[src/rtl/feedback_scorer.sv]
// Sequential Mastermind scoring engine.
// On a start pulse it latches the secret code and the guess. It then counts
// exact (black) matches, one position per clock, and colour-only (white)
// matches, one (guess, code) pair per clock. Finally it publishes the
// feedback digits and counts, and tracks turns and the win/lose state.
//
// Ports:
//   clk, reset                 clock, synchronous active-high reset
//   start                      pulse: score the current guess (honoured in IDLE only)
//   new_game                   pulse: clear turns/outputs and return to IDLE
//   code0..3, guess0..3        secret and guess pegs, COLOR_W bits each
//   fb0..fb3                   feedback digits: 0 none, 1 white, 2 black
//   exact_cnt, partial_cnt     black/white counts of the last scored guess
//   turns_used                 guesses scored this game (saturates at 15)
//   busy                       scoring in progress
//   done                       one-cycle pulse when the outputs update
//   win, lose, game_over       sticky game result flags
module feedback_scorer #(
    parameter int unsigned COLOR_W   = 3,
    parameter int unsigned MAX_TURNS = 8
) (
    input  logic               clk,
    input  logic               reset,
    input  logic               start,
    input  logic               new_game,
    input  logic [COLOR_W-1:0] code0,
    input  logic [COLOR_W-1:0] code1,
    input  logic [COLOR_W-1:0] code2,
    input  logic [COLOR_W-1:0] code3,
    input  logic [COLOR_W-1:0] guess0,
    input  logic [COLOR_W-1:0] guess1,
    input  logic [COLOR_W-1:0] guess2,
    input  logic [COLOR_W-1:0] guess3,
    output logic [1:0]         fb0,
    output logic [1:0]         fb1,
    output logic [1:0]         fb2,
    output logic [1:0]         fb3,
    output logic [2:0]         exact_cnt,
    output logic [2:0]         partial_cnt,
    output logic [3:0]         turns_used,
    output logic               busy,
    output logic               done,
    output logic               win,
    output logic               lose,
    output logic               game_over
);

    localparam int unsigned PEGS    = 4;
    localparam int unsigned CNT_W   = 3;
    localparam int unsigned TURN_W  = 4;
    localparam int unsigned STEP_W  = 4;
    localparam int unsigned FB_W    = 2;

    localparam logic [FB_W-1:0]   FB_NONE  = 2'd0;
    localparam logic [FB_W-1:0]   FB_WHITE = 2'd1;
    localparam logic [FB_W-1:0]   FB_BLACK = 2'd2;
    localparam logic [TURN_W-1:0] TURN_SAT = 4'd15;

    typedef enum logic [2:0] {
        S_IDLE    = 3'd0,
        S_EXACT   = 3'd1,
        S_PARTIAL = 3'd2,
        S_RESULT  = 3'd3,
        S_OVER    = 3'd4
    } state_e;

    state_e                          state_q, state_d;
    logic [STEP_W-1:0]               step_q, step_d;
    logic [PEGS-1:0][COLOR_W-1:0]    code_q, code_d;
    logic [PEGS-1:0][COLOR_W-1:0]    guess_q, guess_d;
    logic [PEGS-1:0]                 g_used_q, g_used_d;
    logic [PEGS-1:0]                 c_used_q, c_used_d;
    logic [CNT_W-1:0]                exact_q, exact_d;
    logic [CNT_W-1:0]                partial_q, partial_d;
    logic [CNT_W-1:0]                exact_cnt_q, exact_cnt_d;
    logic [CNT_W-1:0]                partial_cnt_q, partial_cnt_d;
    logic [PEGS-1:0][FB_W-1:0]       fb_q, fb_d;
    logic [TURN_W-1:0]               turns_q, turns_d;
    logic                            busy_q, busy_d;
    logic                            done_q, done_d;
    logic                            win_q, win_d;
    logic                            lose_q, lose_d;
    logic                            game_over_q, game_over_d;

    // Step counter decode: EXACT uses the low two bits as the position,
    // PARTIAL uses {i, j} with i (guess) as the outer index.
    logic [1:0] pos_i, pos_j;
    assign pos_i = step_q[3:2];
    assign pos_j = step_q[1:0];

    // State and output registers
    always_ff @(posedge clk) begin
        if (reset) begin
            state_q       <= S_IDLE;
            step_q        <= '0;
            code_q        <= '0;
            guess_q       <= '0;
            g_used_q      <= '0;
            c_used_q      <= '0;
            exact_q       <= '0;
            partial_q     <= '0;
            exact_cnt_q   <= '0;
            partial_cnt_q <= '0;
            fb_q          <= '0;
            turns_q       <= '0;
            busy_q        <= 1'b0;
            done_q        <= 1'b0;
            win_q         <= 1'b0;
            lose_q        <= 1'b0;
            game_over_q   <= 1'b0;
        end else begin
            state_q       <= state_d;
            step_q        <= step_d;
            code_q        <= code_d;
            guess_q       <= guess_d;
            g_used_q      <= g_used_d;
            c_used_q      <= c_used_d;
            exact_q       <= exact_d;
            partial_q     <= partial_d;
            exact_cnt_q   <= exact_cnt_d;
            partial_cnt_q <= partial_cnt_d;
            fb_q          <= fb_d;
            turns_q       <= turns_d;
            busy_q        <= busy_d;
            done_q        <= done_d;
            win_q         <= win_d;
            lose_q        <= lose_d;
            game_over_q   <= game_over_d;
        end
    end

    // Next-state and output logic
    always_comb begin
        state_d       = state_q;
        step_d        = step_q;
        code_d        = code_q;
        guess_d       = guess_q;
        g_used_d      = g_used_q;
        c_used_d      = c_used_q;
        exact_d       = exact_q;
        partial_d     = partial_q;
        exact_cnt_d   = exact_cnt_q;
        partial_cnt_d = partial_cnt_q;
        fb_d          = fb_q;
        turns_d       = turns_q;
        win_d         = win_q;
        lose_d        = lose_q;
        done_d        = 1'b0;

        if (new_game) begin
            // Aborts any scoring in progress and takes priority over start
            state_d       = S_IDLE;
            step_d        = '0;
            exact_cnt_d   = '0;
            partial_cnt_d = '0;
            fb_d          = '0;
            turns_d       = '0;
            win_d         = 1'b0;
            lose_d        = 1'b0;
        end else begin
            case (state_q)
                S_IDLE: begin
                    if (start) begin
                        code_d    = {code3, code2, code1, code0};
                        guess_d   = {guess3, guess2, guess1, guess0};
                        g_used_d  = '0;
                        c_used_d  = '0;
                        exact_d   = '0;
                        partial_d = '0;
                        step_d    = '0;
                        state_d   = S_EXACT;
                    end
                end

                S_EXACT: begin
                    if (guess_q[pos_j] == code_q[pos_j]) begin
                        exact_d          = exact_q + CNT_W'(1);
                        g_used_d[pos_j]  = 1'b1;
                        c_used_d[pos_j]  = 1'b1;
                    end
                    if (pos_j == 2'd3) begin
                        step_d  = '0;
                        state_d = S_PARTIAL;
                    end else begin
                        step_d = step_q + STEP_W'(1);
                    end
                end

                S_PARTIAL: begin
                    // Used flags consumed by earlier pairs block double counting
                    if (!g_used_q[pos_i] && !c_used_q[pos_j]
                        && (guess_q[pos_i] == code_q[pos_j])) begin
                        partial_d        = partial_q + CNT_W'(1);
                        g_used_d[pos_i]  = 1'b1;
                        c_used_d[pos_j]  = 1'b1;
                    end
                    if (step_q == STEP_W'(15)) begin
                        step_d  = '0;
                        state_d = S_RESULT;
                    end else begin
                        step_d = step_q + STEP_W'(1);
                    end
                end

                S_RESULT: begin
                    exact_cnt_d   = exact_q;
                    partial_cnt_d = partial_q;
                    for (int k = 0; k < PEGS; k++) begin
                        if (CNT_W'(k) < exact_q) begin
                            fb_d[k] = FB_BLACK;
                        end else if (CNT_W'(k) < (exact_q + partial_q)) begin
                            fb_d[k] = FB_WHITE;
                        end else begin
                            fb_d[k] = FB_NONE;
                        end
                    end
                    done_d  = 1'b1;
                    turns_d = (turns_q == TURN_SAT) ? TURN_SAT : turns_q + TURN_W'(1);
                    if (exact_q == CNT_W'(PEGS)) begin
                        win_d   = 1'b1;
                        state_d = S_OVER;
                    end else if ((5'(turns_q) + 5'd1) == 5'(MAX_TURNS)) begin
                        lose_d  = 1'b1;
                        state_d = S_OVER;
                    end else begin
                        state_d = S_IDLE;
                    end
                end

                S_OVER: begin
                    // Results held; only new_game leaves this state
                end

                default: begin
                    state_d = S_IDLE;
                end
            endcase
        end

        busy_d      = (state_d == S_EXACT) || (state_d == S_PARTIAL) || (state_d == S_RESULT);
        game_over_d = win_d | lose_d;
    end

    assign fb0         = fb_q[0];
    assign fb1         = fb_q[1];
    assign fb2         = fb_q[2];
    assign fb3         = fb_q[3];
    assign exact_cnt   = exact_cnt_q;
    assign partial_cnt = partial_cnt_q;
    assign turns_used  = turns_q;
    assign busy        = busy_q;
    assign done        = done_q;
    assign win         = win_q;
    assign lose        = lose_q;
    assign game_over   = game_over_q;

endmodule
[config.mk]
export PLATFORM = sky130hd
export DESIGN_NAME = feedback_scorer
export DESIGN_NICKNAME = d
export VERILOG_FILES = /design/src/rtl/feedback_scorer.sv
export SDC_FILE = /design/constraint.sdc
export NUM_CORES = 1
export LEC_CHECK = 0
export CORE_MARGIN = 1.5
export CORE_UTILIZATION = 53
export DETAILED_ROUTE_END_ITERATION = 7
export PLACE_DENSITY_LB_ADDON = 0.1
export SLEW_MARGIN = 20
export SYNTH_ARGS = -nofsm -noshare
export SYNTH_HDL_FRONTEND = slang
export SYNTH_SLANG_ARGS = --single-unit
[constraint.sdc]
create_clock -name clk -period 3.2 [get_ports clk]
set_clock_uncertainty 0.05 [all_clocks]
set_input_delay 0.8 -clock clk [delete_from_list [all_inputs] [get_ports clk]]
set_output_delay 0.8 -clock clk [all_outputs]
set_load 0.02 [all_outputs]
==> impl_table.tex, run 1 <==
\begin{tabular}{lr}
\hline
Metric & Value \\
\hline
\multicolumn{2}{l}{\textbf{Synth}} \\
\quad Synth unique cells & 49 \\
\quad Leading cell types by total area after synthesis & sky130\_fd\_sc\_hd\_\_dfxtp\_1 41\%, sky130\_fd\_sc\_hd\_\_nand2\_1 9.8\%, sky130\_fd\_sc\_hd\_\_a21oi\_1 7.4\%, sky130\_fd\_sc\_hd\_\_mux4\_2 5.6\%, sky130\_fd\_sc\_hd\_\_ha\_1 4.2\% \\
\quad Post-synth EDFFs & 0 \\
\quad Sequential area share after synthesis & 0.414 \\
\quad Share of the synthesized area in the top cell type & 0.414 \\
\quad Syn. warnings & 0 \\
\quad Cell Area, Synth & 3240 sq um \\
\quad Total nets after synthesis & 422 \\
\quad Mapped Cells & 382 \\
\quad Biggest area consumer among synthesized cells & sky130\_fd\_sc\_hd\_\_dfxtp\_1 \\
\quad Synth Area per Inst & 8.48 sq um \\
\quad Count of state elements after synthesis & 67 \\
\quad Most used DFF post-synth & sky130\_fd\_sc\_hd\_\_dfxtp\_1 \\
\quad FFs w/ async S/R, synth & 0 \\
\multicolumn{2}{l}{\textbf{Clock network}} \\
\quad CTS max path bufs & 2 \\
\quad Clock Latency Late Sink & 340 ps \\
\quad Setup fix buffers added after clock tree synthesis & 0 \\
\quad Number of CTS-inserted buffers & 9 \\
\quad Count of H-tree levels built during CTS & 3 \\
\quad Clock transition at path regs & 70 ps \\
\quad TritonCTS sink count & 67 \\
\quad Clock tree from TritonCTS & yes \\
\quad Cell at the root of the clock tree & sky130\_fd\_sc\_hd\_\_clkbuf\_8 \\
\quad CTS-repair resized insts & 0 \\
\quad Number of buffers inserted for hold repair after clock tree synthesis & 0 \\
\multicolumn{2}{l}{\textbf{Route}} \\
\quad Routed via count divided by cell count & 5.50 \\
\quad Violation count after the first detailed-route iteration & 131 \\
\quad Count of vias placed by the detailed router & 2779 \\
\quad DRC Markers & 0 \\
\quad Final Routed Wirelength & 6980 microns \\
\quad Routed len/inst & 13.8 microns \\
\quad Routed Antenna Nets & 0 \\
\quad First-pass iteration count of the detailed router & 4 \\
\multicolumn{2}{l}{\textbf{Worst setup path}} \\
\quad Data arrival, critical path & 3070 ps \\
\quad Path type of the worst setup path & register to register \\
\quad Critical path capture point type & register \\
\quad Worst Path Max Fanout & 9 \\
\quad CP required & 3400 ps \\
\quad Startpoint Class & register \\
\multicolumn{2}{l}{\textbf{GRT}} \\
\quad GR Util All Layers & 0.234 \\
\quad First-pass GRT wire length & 11800 microns \\
\quad Via count of the first global-routing pass & 2591 \\
\quad Largest net degree at the start of global routing & 30 \\
\quad Remaining global-route overflow & 0 \\
\quad Initial antenna violation count & 0 \\
\multicolumn{2}{l}{\textbf{Timing}} \\
\quad Total count of max-transition violations in the final report & 0 \\
\quad Hold Vio Cnt, Final & 0 \\
\quad Minimum setup slack in the final design & 331 ps \\
\quad Worst slew pin tran & 756 ps \\
\quad Highest Clock Rate & 349 MHz \\
\quad Setup tns final & 0 ps \\
\quad RSZ-0062 raised after global routing & no \\
\quad Slew Limit Headroom & 0.491 \\
\quad Final worst-path cycle share & 0.897 \\
\quad Number of failing setup endpoints in the final timing report & 0 \\
\quad Minimum period implied by the final worst setup slack & 2870 ps \\
\multicolumn{2}{l}{\textbf{Power}} \\
\quad Power density cells & 453 nW/um\^{}2 \\
\quad Reported leakage power & 1.51 nW \\
\quad Maximum resistive drop on vdd & 0.000270 V \\
\multicolumn{2}{l}{\textbf{Min path}} \\
\quad Hold/Removal Path Class & register to register \\
\multicolumn{2}{l}{\textbf{Floorplan}} \\
\quad Starting Density & 0.547 \\
\quad Vert. Die Dim & 81.2 microns \\
\quad Row count & 28 \\
\quad Overall die width & 81.2 microns \\
\quad Die Area & 6590 sq um \\
\quad Count of boundary I/O pins & 51 \\
\quad Core outline area & 5920 sq um \\
\multicolumn{2}{l}{\textbf{Layout}} \\
\quad Diode insertion count for antenna repair & 0 \\
\quad Share of post-route cells with drive strength above 1 & 0.0907 \\
\quad Area added between synthesis and finish & 23.8\% \\
\quad Post-Layout Inst Area & 4010 sq um \\
\quad Number of nets in the final layout & 465 \\
\multicolumn{2}{l}{\textbf{Placement}} \\
\quad GP Congestion & 0.879 \\
\quad Pre-CTS WS & 364 ps \\
\quad \# port buffers & 50 \\
\quad Placed instance area & 3780 sq um \\
\quad Sum of net half-perimeters after detailed placement & 4850 microns \\
\multicolumn{2}{l}{\textbf{Status}} \\
\quad Status & complete, no violations \\
\multicolumn{2}{l}{\textbf{Job}} \\
\quad Max Cap Violations & 0 \\
\hline
\end{tabular}
[per-stage QoR]
step,hold slack [ps],power [mW],cells,util
2_1_floorplan,367,0.969,382,-
3_3_place_gp,385,1.03,489,0.639
3_5_place_dp,389,1.03,489,0.639
4_1_cts,407,1.83,505,0.678
5_1_grt,418,1.88,505,0.678
6_report,406,1.82,505,0.678
[registers in the layout (all words and copies together) (netlist names)]
| name | flops |
|---|---|
| step_q | 4 |
| g_used_q | 4 |
| exact_cnt | 3 |
| win | 1 |
| state_q | 3 |
| partial_cnt | 3 |
| busy | 1 |
| partial_q | 3 |
| fb2 | 2 |
| c_used_q | 4 |
| code_q | 12 |
| game_over | 1 |
| fb0 | 2 |
| fb3 | 1 |
| exact_q | 3 |
| turns_used | 4 |
| guess_q | 12 |
| lose | 1 |
| fb1 | 2 |
| done | 1 |
[cell usage in the layout, fill, tap and decap left out, types with 4 or more instances in the layout]
cell / n
sky130_fd_sc_hd__nand2_1: 85
sky130_fd_sc_hd__dfxtp_1: 67
sky130_fd_sc_hd__clkdlybuf4s50_1: 50
sky130_fd_sc_hd__a21oi_1: 48
sky130_fd_sc_hd__nor2_1: 29
sky130_fd_sc_hd__o21ai_0: 14
sky130_fd_sc_hd__inv_1: 11
sky130_fd_sc_hd__ha_1: 11
sky130_fd_sc_hd__clkbuf_8: 11
sky130_fd_sc_hd__xor2_1: 10
sky130_fd_sc_hd__nor3_1: 8
sky130_fd_sc_hd__mux4_2: 8
sky130_fd_sc_hd__buf_4: 8
sky130_fd_sc_hd__nand2b_1: 7
sky130_fd_sc_hd__nand3_1: 6
sky130_fd_sc_hd__or2_2: 4
[worst max-delay path, stage by stage (launching register included)]
cell                       delay, ps
sky130_fd_sc_hd__dfxtp_1         650
sky130_fd_sc_hd__mux4_1          630
sky130_fd_sc_hd__or2_2           330
sky130_fd_sc_hd__o41ai_4         500
sky130_fd_sc_hd__nand4b_1        350
sky130_fd_sc_hd__o21ai_0         260
[per-layer routing]
layer / track usage / up-vias / wire, microns
met4: 0.102 / 0 / 96
met5: 0 / - / 0
met3: 0.0461 / 9 / 372
li1: - / 1400 / -
met1: 0.322 / 1298 / 3440
met2: 0.357 / 72 / 3070
[final timing paths]
path | slack (ps) | cells after the start | start | endpoint
hold / removal | 410 | 2 | fb0[0] | fb0[0]
setup reg to reg | 330 | 5 | step_q[0] | c_used_q[1]
setup / recovery | 330 | 5 | step_q[0] | c_used_q[1]
hold reg to reg | 410 | 2 | fb0[0] | fb0[0]
[area by class of cell]
type                       instances  area [sq um]
clock buffer                      12           155
clock inverter                     4          72.6
fill                             497          1910
inverter                          11          41.3
multi-input combinational        278          1750
sequential                        67          1340
tap                               75          93.8
timing repair buffer              58           561
[kinds of logic after synthesis]
logic type,after synthesis,share of synthesized area
adder cells (fa/ha/maj),12,0.0486
AO/OA/AOI/OAI,82,0.151
AND/OR/NAND/NOR,158,0.218
multiplexers,14,0.0892
XOR/XNOR,12,0.0324
flip-flops,67,0.414
buffers and inverters,37,0.0467
[synthesized netlist by cell type, types with 3 or more instances]
library cell and n:
sky130_fd_sc_hd__nor4_1 3, sky130_fd_sc_hd__a21oi_1 48, sky130_fd_sc_hd__mux4_1 3, sky130_fd_sc_hd__ha_1 11
sky130_fd_sc_hd__mux2i_1 3, sky130_fd_sc_hd__nor3_1 8, sky130_fd_sc_hd__mux4_2 8, sky130_fd_sc_hd__or3_1 3
sky130_fd_sc_hd__clkbuf_1 22, sky130_fd_sc_hd__xor2_1 10, sky130_fd_sc_hd__o21ai_0 14, sky130_fd_sc_hd__nand2_1 85
sky130_fd_sc_hd__nor2_1 29, sky130_fd_sc_hd__nand3_1 6, sky130_fd_sc_hd__nor3b_1 3, sky130_fd_sc_hd__nand2b_1 7
sky130_fd_sc_hd__a211oi_1 3, sky130_fd_sc_hd__inv_1 11, sky130_fd_sc_hd__or2_2 4, sky130_fd_sc_hd__dfxtp_1 67
[power by group]
| group | switching [mW] | total (mW) | internal [mW] |
|---|---|---|---|
| combinational | 0.0702 | 0.142 | 0.0715 |
| sequential | 0.0180 | 0.870 | 0.852 |
| clock | 0.326 | 0.806 | 0.481 |
| total | 0.414 | 1.82 | 1.40 |
No activity file was read; power rests on OpenSTA's default activity.
==> inputs of run 2 (changes only) <==
Settings changed: CORE_ASPECT_RATIO from default to 1.5.
==> impl_table.tex, run 2 (synthesis results as in run 1) <==
\begin{tabular}{lr}
\hline
Metric & Value \\
\hline
\multicolumn{2}{l}{\textbf{Status}} \\
\quad Status & complete, no violations \\
\multicolumn{2}{l}{\textbf{Layout}} \\
\quad Most common cell after layout, fill and taps aside & sky130\_fd\_sc\_hd\_\_nand2\_1 \\
\quad Registers with the most flip-flops & code\_q (12), guess\_q (12) \\
\quad Area added between synthesis and finish & 20.8\% \\
\quad Commonest cells after routing, fill and taps aside & 85 x sky130\_fd\_sc\_hd\_\_nand2\_1, 67 x sky130\_fd\_sc\_hd\_\_dfxtp\_1, 50 x sky130\_fd\_sc\_hd\_\_clkdlybuf4s50\_1 \\
\quad Share of post-route cells with drive strength above 1 & 0.0822 (-0.00854) \\
\quad Diode insertion count for antenna repair & 0 (unchanged) \\
\quad Post-Layout Inst Area & 3910 sq um (-2.5\%) \\
\quad Number of nets in the final layout & 463 (-0.43\%) \\
\multicolumn{2}{l}{\textbf{Timing}} \\
\quad Worst slew pin tran & 898 ps (+142 ps) \\
\quad Number of failing setup endpoints in the final timing report & 0 (unchanged) \\
\quad Final worst-path cycle share & 0.849 (-0.0473) \\
\quad Setup tns final & 0 ps (unchanged) \\
\quad Minimum period implied by the final worst setup slack & 2720 ps (-151 ps) \\
\quad Highest Clock Rate & 368 MHz (+5.6\%) \\
\quad Minimum hold slack & 403 ps (-3.18 ps) \\
\quad RSZ-0062 raised after global routing & no \\
\quad Total count of max-transition violations in the final report & 0 (unchanged) \\
\quad Minimum setup slack in the final design & 482 ps (+151 ps) \\
\quad Slew Limit Headroom & 0.401 (-0.0901) \\
\quad Hold Vio Cnt, Final & 0 (unchanged) \\
\multicolumn{2}{l}{\textbf{Clock network}} \\
\quad TritonCTS sink count & 67 (unchanged) \\
\quad Clock Latency Late Sink & 340 ps (about the same) \\
\quad Count of H-tree levels built during CTS & 3 (unchanged) \\
\quad Cell at the root of the clock tree & sky130\_fd\_sc\_hd\_\_clkbuf\_8 \\
\quad CTS max path bufs & 2 (unchanged) \\
\quad CTS-repair resized insts & 0 (unchanged) \\
\quad Number of buffers inserted for hold repair after clock tree synthesis & 0 (unchanged) \\
\quad Setup fix buffers added after clock tree synthesis & 0 (unchanged) \\
\quad Clock transition at path regs & 70 ps (about the same) \\
\quad Clock tree from TritonCTS & yes \\
\quad Number of CTS-inserted buffers & 9 (unchanged) \\
\multicolumn{2}{l}{\textbf{Route}} \\
\quad Violation count after the first detailed-route iteration & 144 (+9.9\%) \\
\quad Final Routed Wirelength & 6870 microns (-1.5\%) \\
\quad Routed Antenna Nets & 0 (unchanged) \\
\quad First-pass iteration count of the detailed router & 5 (+1) \\
\quad DRC Markers & 0 (unchanged) \\
\quad Routed len/inst & 13.8 microns (-0.13\%) \\
\quad Count of vias placed by the detailed router & 2761 (-0.65\%) \\
\quad Routed via count divided by cell count & 5.54 (+0.75\%) \\
\multicolumn{2}{l}{\textbf{Floorplan}} \\
\quad Count of boundary I/O pins & 51 (unchanged) \\
\quad Starting Density & 0.552 (+0.00467) \\
\quad Core outline area & 5870 sq um (-0.85\%) \\
\quad Row count & 34 (+21\%) \\
\quad Overall die width & 66.8 microns (-18\%) \\
\quad Vert. Die Dim & 98.8 microns (+22\%) \\
\quad Die Area & 6600 sq um (+0.15\%) \\
\multicolumn{2}{l}{\textbf{Min path}} \\
\quad Hold/Removal Path Class & register to register \\
\multicolumn{2}{l}{\textbf{Worst setup path}} \\
\quad Startpoint Class & register \\
\quad CP required & 3400 ps (about the same) \\
\quad Critical path capture point type & register \\
\quad Worst Path Max Fanout & 8 (-1) \\
\quad Path type of the worst setup path & register to register \\
\quad Data arrival, critical path & 2910 ps (-160 ps) \\
\multicolumn{2}{l}{\textbf{GRT}} \\
\quad First-pass GRT wire length & 11900 microns (+0.82\%) \\
\quad GR Util All Layers & 0.236 (+0.00176) \\
\quad Initial antenna violation count & 0 (unchanged) \\
\quad Remaining global-route overflow & 0 (unchanged) \\
\quad Largest net degree at the start of global routing & 28 (-6.7\%) \\
\quad Via count of the first global-routing pass & 2741 (+5.8\%) \\
\multicolumn{2}{l}{\textbf{Placement}} \\
\quad Sum of net half-perimeters after detailed placement & 4980 microns (+2.8\%) \\
\quad \# port buffers & 50 (unchanged) \\
\quad GP Congestion & 0.866 (-1.5\%) \\
\quad Pre-CTS WS & 369 ps (+5.17 ps) \\
\quad Placed instance area & 3770 sq um (-0.50\%) \\
\multicolumn{2}{l}{\textbf{Power}} \\
\quad Reported leakage power & 1.47 nW (-2.7\%) \\
\quad Power density cells & 403 nW/um\^{}2 (-11\%) \\
\quad Maximum resistive drop on vdd & 0.000445 V (+65\%) \\
\multicolumn{2}{l}{\textbf{Job}} \\
\quad Max Cap Violations & 0 (unchanged) \\
\hline
\end{tabular}
[run 2: changes by cell type in the layout (fill, tap and decap cells not counted)]
cell | previous run | this run
sky130_fd_sc_hd__buf_4 | 8 | 6
sky130_fd_sc_hd__bufinv_16 | 2 | 0
sky130_fd_sc_hd__clkbuf_8 | 11 | 9
sky130_fd_sc_hd__clkinv_2 | 1 | 4
sky130_fd_sc_hd__clkinvlp_4 | 1 | 0
[run 2: critical path, cell delays in order (launching register included)]
cell and delay, ps:
sky130_fd_sc_hd__dfxtp_1 450, sky130_fd_sc_hd__buf_4 230, sky130_fd_sc_hd__mux4_2 560, sky130_fd_sc_hd__xor2_1 230, sky130_fd_sc_hd__o41ai_4 470, sky130_fd_sc_hd__nand4b_1 360
sky130_fd_sc_hd__o21ai_0 270
[run 2: final timing paths]
path | endpoint | slack, ps | startpoint | cells past startpoint
worst max-delay path | c_used_q[2] | 480 | step_q[0] | 6
worst min register to register | code_q[8] | 400 | code_q[8] | 2
worst max register to register | c_used_q[2] | 480 | step_q[0] | 6
worst min-delay path | code_q[8] | 400 | code_q[8] | 2
[run 2: per-stage QoR]
step,utilization,power [mW],instances
after CTS,0.667,1.59,498
after global placement,0.642,1.03,484
after global routing,0.667,1.65,498
final,0.667,1.58,498
after floorplan,-,0.969,382
after detailed placement,0.642,1.03,484
[run 2: final cells by class]
type / instances / area, sq um
well taps: 72 / 90.1
clock inverters: 4 / 20.0
multi-input cells: 278 / 1750
clock buffers: 10 / 128
fillers: 516 / 1960
flip-flops and latches: 67 / 1340
repair buffers: 56 / 546
inverters: 11 / 41.3
[run 2: power by group]
group | switching [mW] | total [mW] | leakage (nW) | internal, mW
clock | 0.300 | 0.567 | 0.0815 | 0.267
sequential | 0.0162 | 0.869 | 0.543 | 0.852
combinational | 0.0712 | 0.142 | 0.845 | 0.0704
[run 2: layer usage]
| layer | vias to the layer above | part of all wire | global-route usage | wire length [microns] |
|---|---|---|---|---|
| met1 | 1304 | 0.41 | 0.261 | 2800 |
| li1 | 1396 | - | - | - |
| met5 | - | 0 | 0 | 0 |
| met4 | 0 | 0.019 | 0.0942 | 129 |
| met3 | 13 | 0.027 | 0.0514 | 183 |
| met2 | 48 | 0.55 | 0.425 | 3760 |
